### src/rtl/hex_pkg.sv
// Shared 7-segment glyph definitions (active-low, bit order gfedcba) and nibble lookup.
package hex_pkg;

  typedef logic [6:0] seg_t;

  localparam seg_t SEG_0     = 7'b1000000;
  localparam seg_t SEG_1     = 7'b1111001;
  localparam seg_t SEG_2     = 7'b0100100;
  localparam seg_t SEG_3     = 7'b0110000;
  localparam seg_t SEG_4     = 7'b0011001;
  localparam seg_t SEG_5     = 7'b0010010;
  localparam seg_t SEG_6     = 7'b0000010;
  localparam seg_t SEG_7     = 7'b1111000;
  localparam seg_t SEG_8     = 7'b0000000;
  localparam seg_t SEG_9     = 7'b0011000;
  localparam seg_t SEG_A     = 7'b0001000;
  localparam seg_t SEG_B     = 7'b0000011;
  localparam seg_t SEG_C     = 7'b1000110;
  localparam seg_t SEG_D     = 7'b0100001;
  localparam seg_t SEG_E     = 7'b0000110;
  localparam seg_t SEG_F     = 7'b0001110;
  localparam seg_t SEG_BLANK = 7'b1111111;
  localparam seg_t SEG_DASH  = 7'b0111111;
  localparam seg_t SEG_LC_N  = 7'b0101011;
  localparam seg_t SEG_LC_R  = 7'b0101111;
  localparam seg_t SEG_UC_L  = 7'b1000111;

  function automatic seg_t hex_to_seg(input logic [3:0] nibble);
    seg_t seg;
    seg = SEG_BLANK;
    case (nibble)
      4'h0: seg = SEG_0;
      4'h1: seg = SEG_1;
      4'h2: seg = SEG_2;
      4'h3: seg = SEG_3;
      4'h4: seg = SEG_4;
      4'h5: seg = SEG_5;
      4'h6: seg = SEG_6;
      4'h7: seg = SEG_7;
      4'h8: seg = SEG_8;
      4'h9: seg = SEG_9;
      4'hA: seg = SEG_A;
      4'hB: seg = SEG_B;
      4'hC: seg = SEG_C;
      4'hD: seg = SEG_D;
      4'hE: seg = SEG_E;
      4'hF: seg = SEG_F;
      default: seg = SEG_BLANK;
    endcase
    return seg;
  endfunction

endpackage

### src/rtl/hex_display_driver_glyph.sv
// Combinational nibble to active-low 7-segment glyph lookup, one per digit.
module hex_glyph
  import hex_pkg::*;
(
  input  logic [3:0] nibble_i,
  output seg_t       seg_c
);

  always_comb begin
    seg_c = hex_to_seg(nibble_i);
  end

endmodule

### src/rtl/hex_display_driver.sv
// Registered multi-digit 7-segment driver with load strobe, leading-zero blanking
// and per-digit blinking.
module hex_display_driver
  import hex_pkg::*;
#(
  parameter int unsigned NUM_DIGITS = 4,
  parameter int unsigned BLINK_DIV  = 12_500_000
) (
  input  logic                    clock,
  input  logic                    resetn,
  input  logic [4*NUM_DIGITS-1:0] value,
  input  logic                    load,
  input  logic                    blank_lz,
  input  logic [NUM_DIGITS-1:0]   blink_en,
  output logic [7*NUM_DIGITS-1:0] segs,
  output logic                    blink_phase,
  output logic                    updated
);

  localparam int unsigned VAL_W = 4 * NUM_DIGITS;
  localparam int unsigned SEG_W = 7 * NUM_DIGITS;
  localparam int unsigned CNT_W = $clog2(BLINK_DIV);
  localparam logic [CNT_W-1:0] CNT_MAX = CNT_W'(BLINK_DIV - 1);

  logic [VAL_W-1:0] value_q, value_d;
  logic [SEG_W-1:0] segs_q, segs_d;
  logic [CNT_W-1:0] cnt_q, cnt_d;
  logic             blink_phase_q, blink_phase_d;
  logic             pending_q, pending_d;
  logic             updated_q, updated_d;

  seg_t glyph_c [NUM_DIGITS];

  for (genvar g = 0; g < int'(NUM_DIGITS); g++) begin : g_digit
    hex_glyph u_glyph (
      .nibble_i (value_q[4*g +: 4]),
      .seg_c    (glyph_c[g])
    );
  end

  // Free-running blink divider; load never touches it.
  always_comb begin
    cnt_d         = cnt_q + CNT_W'(1);
    blink_phase_d = blink_phase_q;
    if (cnt_q == CNT_MAX) begin
      cnt_d         = '0;
      blink_phase_d = ~blink_phase_q;
    end
  end

  // pending marks the edge that latched value; updated follows one edge later with segs.
  always_comb begin
    value_d   = load ? value : value_q;
    pending_d = load;
    updated_d = pending_q;
  end

  // Walk from the top digit down; lz_run stays high while every nibble so far is zero.
  always_comb begin
    logic lz_run;
    logic dark;
    segs_d = '0;
    lz_run = 1'b1;
    dark   = 1'b0;
    for (int i = int'(NUM_DIGITS) - 1; i >= 0; i--) begin
      lz_run = lz_run & (value_q[4*i +: 4] == 4'd0);
      dark   = (blink_phase_q & blink_en[i]) | (blank_lz & lz_run & (i != 0));
      segs_d[7*i +: 7] = dark ? SEG_BLANK : glyph_c[i];
    end
  end

  always_ff @(posedge clock or negedge resetn) begin
    if (!resetn) begin
      value_q       <= '0;
      segs_q        <= {NUM_DIGITS{SEG_0}};
      cnt_q         <= '0;
      blink_phase_q <= 1'b0;
      pending_q     <= 1'b0;
      updated_q     <= 1'b0;
    end else begin
      value_q       <= value_d;
      segs_q        <= segs_d;
      cnt_q         <= cnt_d;
      blink_phase_q <= blink_phase_d;
      pending_q     <= pending_d;
      updated_q     <= updated_d;
    end
  end

  assign segs        = segs_q;
  assign blink_phase = blink_phase_q;
  assign updated     = updated_q;

endmodule

### config.mk
export PLATFORM = sky130hd
export DESIGN_NAME = hex_display_driver
export DESIGN_NICKNAME = d
export VERILOG_FILES = /design/src/rtl/hex_pkg.sv /design/src/rtl/hex_display_driver_glyph.sv /design/src/rtl/hex_display_driver.sv
export SDC_FILE = /design/constraint.sdc
export NUM_CORES = 1
export LEC_CHECK = 0
export BUFFER_PORTS_ARGS = -buffer_cell sky130_fd_sc_hd__buf_4
export CAP_MARGIN = 10
export CORE_ASPECT_RATIO = 1.1
export CORE_MARGIN = 8
export CORE_UTILIZATION = 60
export CTS_CLUSTER_SIZE = 14
export DETAILED_ROUTE_END_ITERATION = 10
export GPL_TIMING_DRIVEN = 0
export PLACE_DENSITY = 0.86
export REMOVE_ABC_BUFFERS = 1
export SYNTH_ARGS = -nofsm -noshare
export SYNTH_HDL_FRONTEND = slang
export SYNTH_SLANG_ARGS = --single-unit
export TNS_END_PERCENT = 30
### constraint.sdc
create_clock -name clock -period 5 [get_ports clock]
set_input_delay 0.5 -clock clock [delete_from_list [all_inputs] [get_ports clock]]
set_output_delay 0.5 -clock clock [all_outputs]
set_load 0.02 [all_outputs]
# Word level (Yosys, flattened, before mapping)
# Memory sizes are Yosys's and may differ from the RTL's.
# Index checks and enable logic that the tools add are counted.
[totals]
register_bits = 71
rom_bits = 448
in_bits = 24
output_inout_bits = 30
word_cells = 33
memories = 4
[mem_list]
columns = ["name", "words", "width", "read_ports", "rd_clocked_by_memory_dff", "write_ports", "line_no", "rtl"]
rows = [
  ["(no name shown)", 16, 7, 1, 0, 0, "hex_pkg.sv:31", "case (nibble)"],
  ["(no name shown)", 16, 7, 1, 0, 0, "hex_pkg.sv:31", ""],
  ["(no name shown)", 16, 7, 1, 0, 0, "hex_pkg.sv:31", ""],
  ["(no name shown)", 16, 7, 1, 0, 0, "hex_pkg.sv:31", ""],
]
[classes]
add_sub_neg = 1
eq_ne = 1
muxes = 5
bitwise = 13
reduce_logical = 3
[ops]
columns = ["op", "n"]
rows = [
  ["$mux 7", 4],
  ["$add 24x1->24 const B", 1],
  ["$eq 24x24->1 const B", 1],
  ["$mux 24", 1],
  ["$logic_not 4->1", 3],
  ["$and 1x1->1", 9],
  ["$or 1x1->1", 3],
  ["$not 1->1", 1],
]

# Depth between registers and ports, before layout
[logic_depth]
ltp_word = 6
mapped_depth = 6
mapped_depth_nobuf = 6

# Modules after synthesis
# Synthesis repeated with hierarchy kept, for this count alone.
[unflattened]
hier_cells = 354
hier_area_um2 = 3801.1
[by_module_without_submodules]
columns = ["module", "n_inst", "cells_each", "area_per_inst_um2", "seq_area_each_um2"]
rows = [
  ["hex_display_driver", 1, 218, 2776.4, 1781.7],
  ["hex_glyph at g_digit[1].u_glyph ...", 3, 34, 255.2, 0.0],
  ["hex_glyph at g_digit[0].u_glyph", 1, 34, 259.0, 0.0],
]

# Least setup slack after synthesis
# OpenSTA, ideal clock, no wires.
[synth_timing]
path_type = "reg-to-reg"
startpoint = "register cnt_q[0]"
endpoint = "register cnt_q[20]"
setup_time_ns = 0.077
arrival_time_ns = 1.844
required_ns = 4.923
slack_ns = 3.079
stages_incl_launch_ff = 6
n_path_buf = 0
synth_period_minus_slack_ns = 1.921
path_cell_list = "dfrtp_1 > ha_1 > nand4_1 > or3_2 > or4_1 > a21oi_1"
[synth_via]
elab_chain_len = 2
elab_cells_between_ends = 3
cone_classes = "add/sub (1); eq/ne (1); mux (1)"
[synth_rtl]
columns = ["element", "line_no", "rtl"]
rows = [
  ["start: declaration", "hex_display_driver.sv:27", "logic [CNT_W-1:0] cnt_q, cnt_d;"],
  ["start signal: assignment", "hex_display_driver.sv:83", "cnt_q <= cnt_d;"],
  ["$add 24x1->24 or $eq 24x24->1 (tied branches)", "hex_display_driver.sv:43, hex_display_driver.sv:45", ""],
  ["$mux 24 *", "hex_display_driver.sv:45", "if (cnt_q == CNT_MAX) begin"],
  ["net cnt_d[20]", "hex_display_driver.sv:27", ""],
]
# The timed path passes the listed nets; every way through them passes the cells marked *.
# A chain may end at the register's enable or synchronous reset.

# Final worst setup path
[layout_timing]
startpoint = "register cnt_q[0]"
endpoint = "register blink_phase_q (netlist: blink_phase)"
[layout_via]
elab_chain_len = 1
[layout_rtl]
columns = ["element", "line_no", "rtl"]
rows = [
  ["$eq 24x24->1", "hex_display_driver.sv:45", ""],
  ["end signal: assignment", "hex_display_driver.sv:84", "blink_phase_q <= blink_phase_d;"],
  ["end: declaration", "hex_display_driver.sv:28", "logic blink_phase_q, blink_phase_d;"],
]
# Every way passes these cells.

==> summary.md <==
| Metric | Value |
|---|---|
| Capture point of the worst reg-to-reg path | blink_phase |
| Post-synthesis share of cell area spent on full adders, half adders and majority gates | 6.281% |
| Worst stage delay on the critical path | 600 ps |
| HPWL after detailed placement | ~5100 µm |
| Simple-gate share of the synthesized area | 18.42% |
| Number of nets with antenna violations after detailed routing | 0 |
| Setup repair after global routing missed its margin | false |
| Residual DRC | 0 |
| Worst min-delay path class | input port to asynchronous set/reset pin |
| R2R Setup Slk | 2840 ps |
| Cell class contributing the biggest share of worst-path delay | simple AND/OR/NAND/NOR gates |
| Fraction of registers with async set/reset | 100.0% |
| Outcome | finished, final reports clean |
| Total global-route track usage | 17.45% |
| Via count of the first global-routing pass | about 2,800 |
| Standard-cell rows | 29 |
| Clock tree root buffer cell | clkbuf_8 |
| Distinct cells, synth | 44 |
| Placement-stage cell area | 4016 µm² |
| Slowest library cell on the worst path | or3_2 |
| Portion of netlist area occupied by mux cells | 3.838% |
| Main combinational cell family by area after synthesis | simple AND/OR/NAND/NOR gates |
| Skew-Pair Late Insertion Delay | 350 ps |
| Number of cells on the worst reg-to-reg path | 5 |
| Mean cell area of the mapped netlist | around 10 µm² |
| Final worst-path cycle share | around 43% |
| Final Skew | 9.775 ps |
| Final standard cell count with taps included and fillers excluded | roughly 490 |
| Quantity of I/O buffers inserted on ports | 53 |
| Required @ worst endpoint | 5210 ps |
| Remaining Overflow, GRT | 0 |
| Finished Cell Area | 4237 µm² |
| Largest net degree at the start of global routing | 72 |
| Final Max Slew Viols | 0 |
| Routed WL per cell | 15.15 µm |
| Synth Area in XOR/XNOR | 3.664% |
| Beginning of the worst register-to-register path | cnt_q[0] |
| Aggregate negative setup slack | 0 ps |
| Post-route core utilization | between 70% and 80% |
| Global-route wire length before repair | between 10,000 and 15,000 µm |
| Die area | 8709 µm² |
| Area growth syn-to-layout | 18.14% |
| Number of cells upsized or downsized after cts | 0 |
| Routed WL | 7393 µm |
| DR WL met3 | 376 µm |
| Share of synthesized area occupied by flip-flops and latches | 49.69% |
| Clock transition at the register clock pins on the worst setup and hold paths after CTS | 80 ps |
| Predominant post-synthesis flop cell | dfrtp_1 |
| Highest net fanout along the worst path | 10 |
| Worst path depth | 5 |
| Syn. warnings | 0 |
| Critical path capture point type | register |
| Buffers inserted during post-CTS setup optimization | 0 |
| Crit path kind | register to register |
| Count of final hold-check violations | 0 |
| Longest Clk Path Bufs | 2 |
| Count of buffering cells on the critical path with inverters included | 0 |
| Max Freq | 0.4633 GHz |
| Core region area | 5769 µm² |
| Routed vias | 2,802 |
| Final setup fails | 0 |
| Effective utilization at floorplan | 62.16% |
| Number of cells produced by synthesis | ~360 |
| Clock tree from TritonCTS | yes |
| Final nets | ~450 |
| Initial antenna violation count | 0 |
| Boundary Pins | 54 |
| Hold Slack | approximately 250 ps |
| Weighted congestion reported at the end of routability-driven placement | 0.8346 |
| Worst-case vdd ir drop | 0.2227 mV |
| Minimum clock period after layout | 2158 ps |
| DP Cell Count | 472 |
| Worst path cell trace | ha_1 > nand4_1 > or3_2 > nor2_2 > xor2_1 |
| Number of sinks on the clock net | 71 |
| First DRT Iteration DRCs | 102 |
| Type of element launching the critical path | register |
| Ant. Diodes | 0 |
| Max-cap violations | 0 |
| Vias per Instance | ~5.7 |
| Top metal layer carrying routed signals | met4 |
| Arrival time worst endpoint | 2370 ps |
| Most common cell after layout, fill and taps aside | dfrtp_1 |
| Relative slew slack | 43.13% |
| Post-CTS Hold Buffers | 0 |
| Routed metal-1 wirelength | around 3200 µm |
| DR WL met2 | 3687 µm |
| Vertical die dimension | between 90 and 100 µm |
| Number of enable flip-flop cells after synthesis | 0 |
| Number of buffers added by the clock tree synthesis step | 9 |
| Leakage power total | just under 0.002 µW |
| Post-synthesis instance area | between 3000 and 4000 µm² |
| Register bit count reported by yosys | 71 |
| Compound-cell area share of the yosys netlist | roughly 15% |
| Power density relative to cell area | 337.3 nW/µm² |
| Worst-Margin Slew | 853.0 ps |
| Most used cells in the layout excluding fill and tap cells | 67 x dfrtp_1, 53 x buf_4, 36 x nand2_1 |
| First drt pass iteration count | 4 |
| Ratio of cells with drive above 1 in the final layout | 21.41% |
| Number of H-tree levels | 3 |
| Horiz. Die Dim | 89.71 µm |
## cells by family after synthesis
kind of cell | after synthesis
flip-flops | 71
buffers and inverters | 31
adder cells (fa/ha/maj) | 18
multiplexers | 13
XOR/XNOR | 15
AND/OR/NAND/NOR | 125
AO/OA/AOI/OAI | 83
## where the power goes
group / internal [µW] / leakage [µW] / switching [µW]
Sequential: 626 / 0.000895 / 40.0
Combinational: 115 / 0.000936 / 143
Clock: 281 / 0.000102 / 224
Total: 1020 / 0.00193 / 407
## layer usage
metal	GRT usage [%]	vias up
li1	-	1379
met1	19.76	1337
met2	29.20	71
met3	5.410	15
met4	8.344	0
met5	0	-
## layout make-up
type | instances | area (µm²)
Clock inverter | 7 | 96.34
Fill cell | 396 | 1533
Clock buffer | 9 | 123.9
Tap cell | 77 | 96.34
Sequential cell | 71 | 1782
Timing Repair Buffer | 53 | 397.9
Inverter | 17 | 63.81
Multi-Input combinational cell | 254 | 1677
## cells in the mapped netlist (4+ instances only)
| cell type | number | area (µm²) |
|---|---|---|
| nor3_1 | 4 | 20.02 |
| a21oi_1 | 19 | 95.09 |
| inv_1 | 17 | 63.81 |
| clkbuf_1 | 12 | 45.04 |
| ha_1 | 18 | 225.2 |
| nand4_1 | 8 | 50.05 |
| nand3_1 | 15 | 75.07 |
| nor4_1 | 6 | 37.54 |
| nand2b_1 | 5 | 31.28 |
| nand2_1 | 36 | 135.1 |
| or3_2 | 5 | 37.54 |
| mux2_2 | 6 | 67.56 |
| nor2b_1 | 4 | 25.02 |
| dfstp_2 | 4 | 105.1 |
| xor2_1 | 7 | 61.31 |
| dfrtp_1 | 67 | 1677 |
| nor2_1 | 24 | 90.09 |
| o21ai_0 | 25 | 125.1 |
| xnor2_1 | 8 | 70.07 |
| o211ai_1 | 25 | 187.7 |
| mux2i_1 | 7 | 70.07 |
## through the flow
stage                     setup WS (ps)  power [µW]
after floorplan                    3079       818.2
after global placement             2855       927.2
after detailed placement           2859       935.3
after CTS                          2849        1438
after global routing               2714        1493
final                              2842        1429
## worst reg2reg max path: cells and delay by family, from the launching register on
| kind | cells | cell delay [ps] |
|---|---|---|
| AND/OR/NAND/NOR | 3 | 1310 |
| flip-flops | 1 | 380 |
| XOR/XNOR | 1 | 130 |
| adder cells (fa/ha/maj) | 1 | 210 |
## worst max-delay path by stage
stage,start,endpoint
after floorplan,cnt_q[0],cnt_q[20]
after global placement,cnt_q[0],blink_phase
after detailed placement,cnt_q[0],blink_phase
after CTS,cnt_q[0],blink_phase
after global routing,cnt_q[0],cnt_q[18]
final,cnt_q[0],blink_phase
## state kept, by name, indices dropped and copies added (netlist names)
name / flops
cnt_q: 24
blink_phase: 1
segs: 28
pending_q: 1
value_q: 16
updated: 1
Note: power is estimated with default switching activity, not from simulation.
